File: src/rtl/dac_play_seq_pkg.sv
// Shared definitions for the DAC playback sequencer: state encoding and GPIO control bit map.
package dac_play_seq_pkg;

    typedef enum logic [1:0] {
        IDLE  = 2'd0,
        ARMED = 2'd1,
        PLAY  = 2'd2,
        FLUSH = 2'd3
    } seq_state_t;

    // gpio_ctrl bit indices; the driver edge-detects these into single-cycle pulses
    localparam int GPIO_ADC_BUFFER_FLUSH = 0;
    localparam int GPIO_DAC_ARM          = 1;
    localparam int GPIO_DAC_ABORT        = 2;

endpackage

File: src/rtl/dac_play_seq_trig_edge_det.sv
// Single-register rising-edge detector; also reused by the driver for the GPIO arm/abort pulses.
module dac_play_seq_trig_edge_det (
    input  logic clk,
    input  logic rst,
    input  logic level,
    output logic rise
);

    logic level_q;

    always_ff @(posedge clk) begin
        if (rst) begin
            level_q <= 1'b0;
        end else begin
            level_q <= level;
        end
    end

    // Combinational so the edge adds no latency beyond the one register
    assign rise = level & ~level_q;

endmodule

File: src/rtl/dac_play_seq.sv
// DAC playback sequencer: load, arm, triggered looped playback with beat/repetition counting, flush.
module dac_play_seq
    import dac_play_seq_pkg::*;
#(
    parameter int LEN_W = 16,
    parameter int REP_W = 16
) (
    input  logic             clk,
    input  logic             rst,
    input  logic             arm,
    input  logic             abort,
    input  logic             trigger_in,
    input  logic [LEN_W-1:0] wave_len,
    input  logic [REP_W-1:0] rep_count,
    input  logic             beat_fire,
    input  logic             fifo_empty,
    output logic             mux_sel,
    output logic             play_en,
    output logic             flush,
    output logic             busy,
    output logic             done,
    output logic             len_err,
    output logic [REP_W-1:0] reps_done
);

    seq_state_t       state, state_n;
    logic [LEN_W-1:0] len_m1, len_m1_n;
    logic [LEN_W-1:0] beat_cnt, beat_cnt_n;
    logic [REP_W-1:0] rep_lat, rep_lat_n;
    logic [REP_W-1:0] reps_n, reps_inc;
    logic             len_err_n;
    logic             done_n;
    logic             trig_rise;

    dac_play_seq_trig_edge_det u_trig (
        .clk   (clk),
        .rst   (rst),
        .level (trigger_in),
        .rise  (trig_rise)
    );

    always_ff @(posedge clk) begin
        if (rst) begin
            state <= IDLE;
        end else begin
            state <= state_n;
        end
    end

    always_comb begin
        state_n    = state;
        len_m1_n   = len_m1;
        beat_cnt_n = beat_cnt;
        rep_lat_n  = rep_lat;
        reps_n     = reps_done;
        len_err_n  = len_err;
        done_n     = 1'b0;
        reps_inc   = (&reps_done) ? reps_done : reps_done + REP_W'(1);

        case (state)
            IDLE: begin
                if (abort) begin
                    state_n = FLUSH;
                end else if (arm) begin
                    if (wave_len != '0) begin
                        len_m1_n  = wave_len - LEN_W'(1);
                        rep_lat_n = rep_count;
                        len_err_n = 1'b0;
                        state_n   = ARMED;
                    end else begin
                        len_err_n = 1'b1;
                    end
                end
            end
            ARMED: begin
                if (abort) begin
                    state_n = FLUSH;
                end else if (trig_rise) begin
                    beat_cnt_n = '0;
                    reps_n     = '0;
                    state_n    = PLAY;
                end
            end
            PLAY: begin
                if (abort) begin
                    state_n = FLUSH;
                end else if (beat_fire) begin
                    if (beat_cnt == len_m1) begin
                        beat_cnt_n = '0;
                        reps_n     = reps_inc;
                        // FIFO still holds the waveform, so park in ARMED for a retrigger
                        if ((rep_lat != '0) && (reps_inc == rep_lat)) begin
                            state_n = ARMED;
                            done_n  = 1'b1;
                        end
                    end else begin
                        beat_cnt_n = beat_cnt + LEN_W'(1);
                    end
                end
            end
            FLUSH: begin
                if (fifo_empty) begin
                    state_n = IDLE;
                end
            end
            default: state_n = IDLE;
        endcase
    end

    // Outputs are decoded from the next state so every output is a flop
    always_ff @(posedge clk) begin
        if (rst) begin
            len_m1    <= '0;
            beat_cnt  <= '0;
            rep_lat   <= '0;
            reps_done <= '0;
            len_err   <= 1'b0;
            done      <= 1'b0;
            mux_sel   <= 1'b0;
            play_en   <= 1'b0;
            flush     <= 1'b0;
            busy      <= 1'b0;
        end else begin
            len_m1    <= len_m1_n;
            beat_cnt  <= beat_cnt_n;
            rep_lat   <= rep_lat_n;
            reps_done <= reps_n;
            len_err   <= len_err_n;
            done      <= done_n;
            mux_sel   <= (state_n == ARMED) || (state_n == PLAY);
            play_en   <= (state_n == PLAY);
            flush     <= (state_n == FLUSH);
            busy      <= (state_n != IDLE);
        end
    end

endmodule

File: config.mk
export PLATFORM = sky130hd
export DESIGN_NAME = dac_play_seq
export DESIGN_NICKNAME = d
export VERILOG_FILES = /design/src/rtl/dac_play_seq_pkg.sv /design/src/rtl/dac_play_seq_trig_edge_det.sv /design/src/rtl/dac_play_seq.sv
export SDC_FILE = /design/constraint.sdc
export NUM_CORES = 1
export LEC_CHECK = 0
export BUFFER_PORTS_ARGS = -buffer_cell sky130_fd_sc_hd__buf_2
export CAP_MARGIN = 15
export CORE_UTILIZATION = 31
export CTS_BUF_LIST = sky130_fd_sc_hd__clkbuf_16
export DETAILED_ROUTE_END_ITERATION = 10
export GPL_TIMING_DRIVEN = 0
export PLACE_DENSITY_LB_ADDON = 0.05
export RECOVER_POWER = 50
export SLEW_MARGIN = 20
export SYNTH_ARGS = -nofsm -noshare
export SYNTH_HDL_FRONTEND = slang
export SYNTH_SLANG_ARGS = --single-unit
File: constraint.sdc
create_clock -name clk -period 7.7 [get_ports clk]
set_clock_uncertainty 0.2 [all_clocks]
set_input_delay 0.385 -clock clk [delete_from_list [all_inputs] [get_ports clk]]
set_output_delay 0.385 -clock clk [all_outputs]
set_load 0.02 [all_outputs]
**After elaboration in Yosys (flattened, before gate mapping)**

Cells that the tools add are included.

- Output and inout bits: 22
- Word-level logic and storage cells: 71
- Input bits: 39
- Bits in registers: 73

- Reductions and logical operators: 13
- Bitwise operators: 6
- Add/subtract/negate cells: 3
- Equal/unequal tests: 13
- Muxes and demuxes: 24

Operators with widths:

| kind | number |
|---|---|
| two-way mux 16 bit | 9 |
| one-hot mux 16 bit (2 select lines) | 2 |
| adder 16 x 1 -> 16 bit, second input constant | 2 |
| == test 16 bit | 2 |
| nonzero test 16 bit | 2 |
| two-way mux 2 bit | 10 |
| AND reduction 16 bit | 1 |
| subtractor 16 x 1 -> 16 bit, second input constant | 1 |
| != test 2 bit, second input constant | 5 |
| == test 2 bit, second input constant | 4 |
| one-hot mux 2 bit (4 select lines) | 1 |
| AND reduction 6 bit | 1 |
| inverter 1 bit | 5 |
| AND reduction 5 bit | 1 |
| OR reduction 5 bit | 1 |
| == test 2 x 1 -> 1 bit, second input constant | 2 |
| AND reduction 4 bit | 1 |
| nonzero test 2 bit | 2 |
| AND reduction 3 bit | 1 |
| zero test 2 bit | 1 |
| two-way mux 1 bit | 2 |
| AND 1 bit | 1 |
| logical AND 1 bit | 1 |
| logical OR 1 bit | 1 |

**Longest topological paths before layout**

- Depth after elaboration: 11
- Gate-level depth with buffers: 13

**By module**

A second synthesis with hierarchy kept.

- Cell total of the unflattened synthesis: 506
- Area, all modules: 4080.2 um2

By module, submodules not included:

| module | cells an instance | times used | area an instance (um2) | seq. area each (um2) |
|---|---|---|---|---|
| dac_play_seq | 503 | 1 | 4032.6 | 1441.4 |
| dac_play_seq_trig_edge_det | 3 | 1 | 47.5 | 20.0 |

**Worst setup path after synthesis**

No wires, ideal clock.

- Path type: register to register
- From: register reps_done[1]
- To: register mux_sel
- Arrival: 2670 ps
- Setup slack: 4703 ps
- Stages on the path, launching flop included: 12
- Buffers on the path: 2
- Library setup time: 126 ps
- Data required time: 7374 ps
- Clock period less this slack: 2997 ps
- Cells stage by stage: dfxtp_1 > buf_4 > and4_4 > nand4_4 > mux2_4 > or3_1 > a2111oi_2 > and4b_1 > buf_4 > a31oi_1 > ha_1 > nor2_1

- Word-level cells in the longest chain between the ends: 11

RTL lines:

| what | RTL line | source |
|---|---|---|
| start: declaration | dac_play_seq.sv:23 | `output logic [REP_W-1:0] reps_done` |
| start signal: assignment | dac_play_seq.sv:127 | `reps_done <= reps_n;` |
| adder 16 x 1 -> 16 bit / AND reduction 16 bit (equally long branches) | dac_play_seq.sv:58 | `reps_inc = (&reps_done) ? reps_done : reps_done + REP_W'(1);` |
| two-way mux 16 bit * | dac_play_seq.sv:58 |  |
| == test 16 bit * | dac_play_seq.sv:92 | `if ((rep_lat != '0) && (reps_inc == rep_lat)) begin` |
| logical AND 1 bit * | dac_play_seq.sv:92 |  |
| two-way mux 2 bit * | dac_play_seq.sv:92 |  |
| two-way mux 2 bit * | dac_play_seq.sv:88 | `if (beat_cnt == len_m1) begin` |
| two-way mux 2 bit * | dac_play_seq.sv:87 | `end else if (beat_fire) begin` |
| two-way mux 2 bit * | dac_play_seq.sv:85 | `if (abort) begin` |
| one-hot mux 2 bit (4 select lines) * | dac_play_seq.sv:60 | `case (state)` |
| == test 2 x 1 -> 1 bit / == test 2 bit (equally long branches) | dac_play_seq.sv:130 | `mux_sel <= (state_n == ARMED) \|\| (state_n == PLAY);` |
| logical OR 1 bit * | dac_play_seq.sv:130 |  |
| end signal: assignment | dac_play_seq.sv:130 |  |
| end: declaration | dac_play_seq.sv:17 | `output logic mux_sel,` |

Mark *: on every way between the ends. The rest lies on a longest branch, timed or not.
A chain may end at the register's enable or synchronous reset.

**Final worst setup path**

- From: register reps_done[0]
- To: register mux_sel

Same word-level chain as after synthesis.

==> results_tabular.tex <==
\begin{tabular}{lr}
\hline
Metric & Value \\
\hline
\multicolumn{2}{l}{\textbf{Pwr}} \\
Logic gate share of total power & 0.132 \\
Power density cells & 174 nW/um\^{}2 \\
Overall power consumption & 0.000911 W \\
Clock power frac & 0.425 \\
Internal power contribution & 0.000651 W \\
Share of total power in sequential cells & 0.443 \\
Switching Power & 0.000260 W \\
Leakage power summed over all cells & 1.92 nW \\
Worst VDD drop & 0.0942 mV \\
Switching share of power & 0.285 \\
\multicolumn{2}{l}{\textbf{Finish}} \\
Antenna cells & 0 \\
Fill cell total of the finished layout & 1555 \\
Layout cells sized above 1 & 0.125 \\
Final net count & 681 \\
Final Util & 0.374 \\
Relative area change from synthesis to final layout & 16.9\% \\
\multicolumn{2}{l}{\textbf{Floorplanning}} \\
Row count & 43 \\
CORE AREA & 14000 sq um \\
Initial standard-cell utilization of the core & 0.320 \\
Die Footprint & 14900 sq um \\
Die Y & 122 um \\
Die X & 122 um \\
Number of placed I/O pins & 61 \\
\multicolumn{2}{l}{\textbf{Worst setup path}} \\
Crit path required time & 7.77 ns \\
Total buffers and inverters traversed by the critical path & 2 \\
Type of origin of the critical path & flip-flop \\
Endpoint type of the worst setup path & flip-flop \\
Critical path fanouts, max & 10 \\
Largest incremental delay on the critical path & 0.61 ns \\
Start-to-end type of the worst setup path & flip-flop to flip-flop \\
Crit path max-delay family & compound AO/OA/AOI/OAI gates \\
R2R setup slack & 4.14 ns \\
Arrival time at the worst endpoint & 3.63 ns \\
Slowest CP cell & sky130\_fd\_sc\_hd\_\_a211oi\_1 \\
CP Cell Sequence & ha\_1 -> and3\_1 -> nand4\_1 -> buf\_2 -> a31o\_1 -> a211oi\_1 -> nor2\_1 -> and4b\_1 -> buf\_4 -> a31oi\_1 -> ha\_1 -> nor2\_1 \\
\multicolumn{2}{l}{\textbf{Timing}} \\
Final cycle utilization of the critical path & 0.463 \\
Final Slew Violations & 0 \\
Headroom to the max-slew limit & 0.315 \\
Min cycle time layout & 3.56 ns \\
Worst slew pin tran & 1.02 ns \\
Setup tns final & 0 ns \\
Hold Worst Slack & 0.0611 ns \\
Unrepaired setup endpoints after global routing & no \\
Number of setup violations in the final report & 0 \\
Final hold violation count & 0 \\
Highest achievable clock rate & 0.281 GHz \\
\multicolumn{2}{l}{\textbf{Global routing}} \\
Maximum number of pins on one net before global-route repair & 13 \\
Grt total ovfl & 0 \\
Wire length of the first global-routing pass & 23200 um \\
Vias in the first global route & 4106 \\
Total track usage & 0.211 \\
Initial antenna violation count & 0 \\
\multicolumn{2}{l}{\textbf{Clock tree}} \\
Cts hold-fix bufs & 0 \\
Number of H-tree levels & 3 \\
Post-CTS clock slew at the launch and capture registers of the worst setup and hold paths & 0.06 ns \\
Clk\_lat worst skew & 0.35 ns \\
Clock root buffer master & sky130\_fd\_sc\_hd\_\_clkbuf\_16 \\
Number of buffers on the longest clock path & 2 \\
Number of sinks handled by clock tree synthesis & 73 \\
Clock tree from TritonCTS & built \\
Post-CTS setup buffers & 0 \\
CTS Buf Count & 9 \\
Number of gates resized after CTS & 0 \\
\multicolumn{2}{l}{\textbf{Synthesis}} \\
Share of the synthesized area in the top cell type & 0.327 \\
Leading cell types by total area after synthesis & sky130\_fd\_sc\_hd\_\_dfxtp\_1 33\%, sky130\_fd\_sc\_hd\_\_xor2\_1 6.3\%, sky130\_fd\_sc\_hd\_\_nand2\_1 6.0\% \\
Netlist area before placement & 4470 sq um \\
Yosys Warn Count & 0 \\
Syn Inst Count & 566 \\
Most area-hungry cell type in the Yosys netlist & sky130\_fd\_sc\_hd\_\_dfxtp\_1 \\
Synth async-reset ratio & 0 \\
Share of synthesized area occupied by flip-flops and latches & 0.327 \\
Count of flip-flops with a built-in enable after synthesis & 0 \\
Number of nets produced by synthesis & 611 \\
\#FFs+latches synth & 73 \\
Number of distinct library cells after synthesis & 58 \\
Main synth FF type & sky130\_fd\_sc\_hd\_\_dfxtp\_1 \\
Average footprint of a synthesized cell & 7.90 sq um \\
\multicolumn{2}{l}{\textbf{Placement}} \\
Count of input and output buffers & 59 \\
Post-DP HPWL & 11300 um \\
Final weighted congestion of routability-driven global placement & 0.852 \\
\multicolumn{2}{l}{\textbf{Detailed routing}} \\
Remaining number of nets flagged by the antenna check after routing & 0 \\
Final wirelength & 14900 um \\
Wire per inst & 18.2 um \\
Count of vias placed by the detailed router & 4412 \\
DR iter-0 viols & 332 \\
Detailed-router iteration count before antenna repair & 5 \\
Residual DRC count & 0 \\
Detailed-route vias per instance & 5.37 \\
\multicolumn{2}{l}{\textbf{Run status}} \\
Result of the run & finished clean \\
\multicolumn{2}{l}{\textbf{Min path}} \\
Class of the worst hold path & primary input to flip-flop \\
\multicolumn{2}{l}{\textbf{Run}} \\
Maximum capacitance violations & 0 \\
\hline
\end{tabular}
==> cells in the mapped netlist, types with 2 or more instances <==
| cell | number |
|---|---|
| sky130_fd_sc_hd__dfxtp_1 | 73 |
| sky130_fd_sc_hd__nand2_1 | 71 |
| sky130_fd_sc_hd__nor2_1 | 66 |
| sky130_fd_sc_hd__a21oi_1 | 46 |
| sky130_fd_sc_hd__xor2_1 | 32 |
| sky130_fd_sc_hd__clkbuf_1 | 22 |
| sky130_fd_sc_hd__xnor2_1 | 22 |
| sky130_fd_sc_hd__o21ai_0 | 21 |
| sky130_fd_sc_hd__a211oi_1 | 19 |
| sky130_fd_sc_hd__nand4_1 | 17 |
| sky130_fd_sc_hd__nor3_1 | 14 |
| sky130_fd_sc_hd__nor4_1 | 13 |
| sky130_fd_sc_hd__or3_1 | 11 |
| sky130_fd_sc_hd__nand2b_1 | 10 |
| sky130_fd_sc_hd__nand3_1 | 10 |
| sky130_fd_sc_hd__a31oi_1 | 9 |
| sky130_fd_sc_hd__buf_4 | 8 |
| sky130_fd_sc_hd__mux2i_1 | 8 |
| sky130_fd_sc_hd__and4_1 | 7 |
| sky130_fd_sc_hd__inv_1 | 7 |
| sky130_fd_sc_hd__and3_1 | 6 |
| sky130_fd_sc_hd__ha_1 | 6 |
| sky130_fd_sc_hd__nor2b_1 | 6 |
| sky130_fd_sc_hd__a311oi_1 | 5 |
| sky130_fd_sc_hd__buf_2 | 5 |
| sky130_fd_sc_hd__or4_1 | 4 |
| sky130_fd_sc_hd__a31o_1 | 3 |
| sky130_fd_sc_hd__buf_6 | 3 |
| sky130_fd_sc_hd__nand4b_1 | 3 |
| sky130_fd_sc_hd__nor3_2 | 3 |
| sky130_fd_sc_hd__o31a_1 | 3 |
| sky130_fd_sc_hd__o31ai_1 | 3 |
| sky130_fd_sc_hd__nand3_2 | 2 |
| sky130_fd_sc_hd__nand3b_1 | 2 |
| sky130_fd_sc_hd__nand4_4 | 2 |
| sky130_fd_sc_hd__nor3b_1 | 2 |
==> placed cells by master, fill, tap and decap left out, types with 6 or more instances in the layout <==
master,n
sky130_fd_sc_hd__nand2_1,71
sky130_fd_sc_hd__xor2_1,32
sky130_fd_sc_hd__nand2b_1,10
sky130_fd_sc_hd__a211oi_1,19
sky130_fd_sc_hd__dfxtp_1,73
sky130_fd_sc_hd__or3_1,11
sky130_fd_sc_hd__a21oi_1,46
sky130_fd_sc_hd__clkbuf_1,45
sky130_fd_sc_hd__and3_1,6
sky130_fd_sc_hd__and4_1,7
sky130_fd_sc_hd__xnor2_1,22
sky130_fd_sc_hd__inv_1,8
sky130_fd_sc_hd__buf_4,8
sky130_fd_sc_hd__nand4_1,17
sky130_fd_sc_hd__clkbuf_16,9
sky130_fd_sc_hd__a31oi_1,9
sky130_fd_sc_hd__nor3_1,14
sky130_fd_sc_hd__nor2_1,66
sky130_fd_sc_hd__mux2i_1,8
sky130_fd_sc_hd__nor4_1,13
sky130_fd_sc_hd__nand3_1,10
sky130_fd_sc_hd__buf_2,41
sky130_fd_sc_hd__ha_1,6
sky130_fd_sc_hd__nor2b_1,6
sky130_fd_sc_hd__o21ai_0,21
==> final cells by class <==
class,count,area (sq um),share of cell area
timing repair buffer,59,267,0.0510
clock inverter,7,37.5,0.00718
tap,180,225,0.0431
buffer,38,201,0.0385
multi-input combinational,448,2780,0.533
inverter,7,26.3,0.00503
sequential,73,1460,0.280
clock buffer,9,225,0.0431
==> power groups by stage <==
stage | logic [W] | clock network, W | registers (W)
after floorplan | 0.0000755 | 0 | 0.000410
after global placement | 0.000121 | 0 | 0.000412
after detailed placement | 0.000121 | 0 | 0.000412
after CTS | 0.000122 | 0.000399 | 0.000404
after global routing | 0.000134 | 0.000415 | 0.000405
final | 0.000121 | 0.000387 | 0.000404
==> final timing paths <==
| kind | startpoint | end | cells past startpoint |
|---|---|---|---|
| hold reg to reg | rep_lat[12]$_SDFFE_PP0P_ | rep_lat[12]$_SDFFE_PP0P_ | 2 |
| setup / recovery | reps_done[0]$_SDFFE_PP0P_ | mux_sel$_SDFF_PP0_ | 12 |
| setup reg to reg | reps_done[0]$_SDFFE_PP0P_ | mux_sel$_SDFF_PP0_ | 12 |
| hold / removal | trigger_in | u_trig.level_q$_SDFF_PP0_ | 2 |
==> routing by layer <==
| layer | vias to the layer above | global-route usage | routed length, um |
|---|---|---|---|
| met5 | - | 0 | 0 |
| li1 | 2174 | - | - |
| met4 | 0 | 0.0808 | 329 |
| met2 | 139 | 0.293 | 6010 |
| met1 | 2071 | 0.315 | 7790 |
| met3 | 28 | 0.0412 | 808 |
==> cell families after synthesis <==
logic type,synth area share
xor+xnor,0.111
simple gates,0.303
buf+inv,0.0509
mux,0.0213
fa+ha+maj,0.0168
flops,0.327
compound gates,0.171
==> sequential cells by signal, indices dropped and copies added (netlist names), 2 cells and up <==
name       flops
reps_done     16
len_m1        16
rep_lat       16
beat_cnt      16
state          2
==> worst register-to-register path: cells and delay by family, from the launching register on <==
kind            cells  cell delay, ns
compound gates      3            1.06
fa+ha+maj           2            0.57
buf+inv             2            0.40
flops               1            0.36
simple gates        5            0.90
==> metrics by stage <==
| step | setup WS, ns | instances | cell area [sq um] |
|---|---|---|---|
| floorplan | 4.70 | 566 | 4470 |
| global placement | 4.17 | 805 | 4990 |
| detailed placement | 4.13 | 805 | 4990 |
| CTS | 4.11 | 821 | 5260 |
| global route | 3.85 | 821 | 5230 |
| finish | 4.14 | 821 | 5230 |
(Power assumes the default switching activity.)
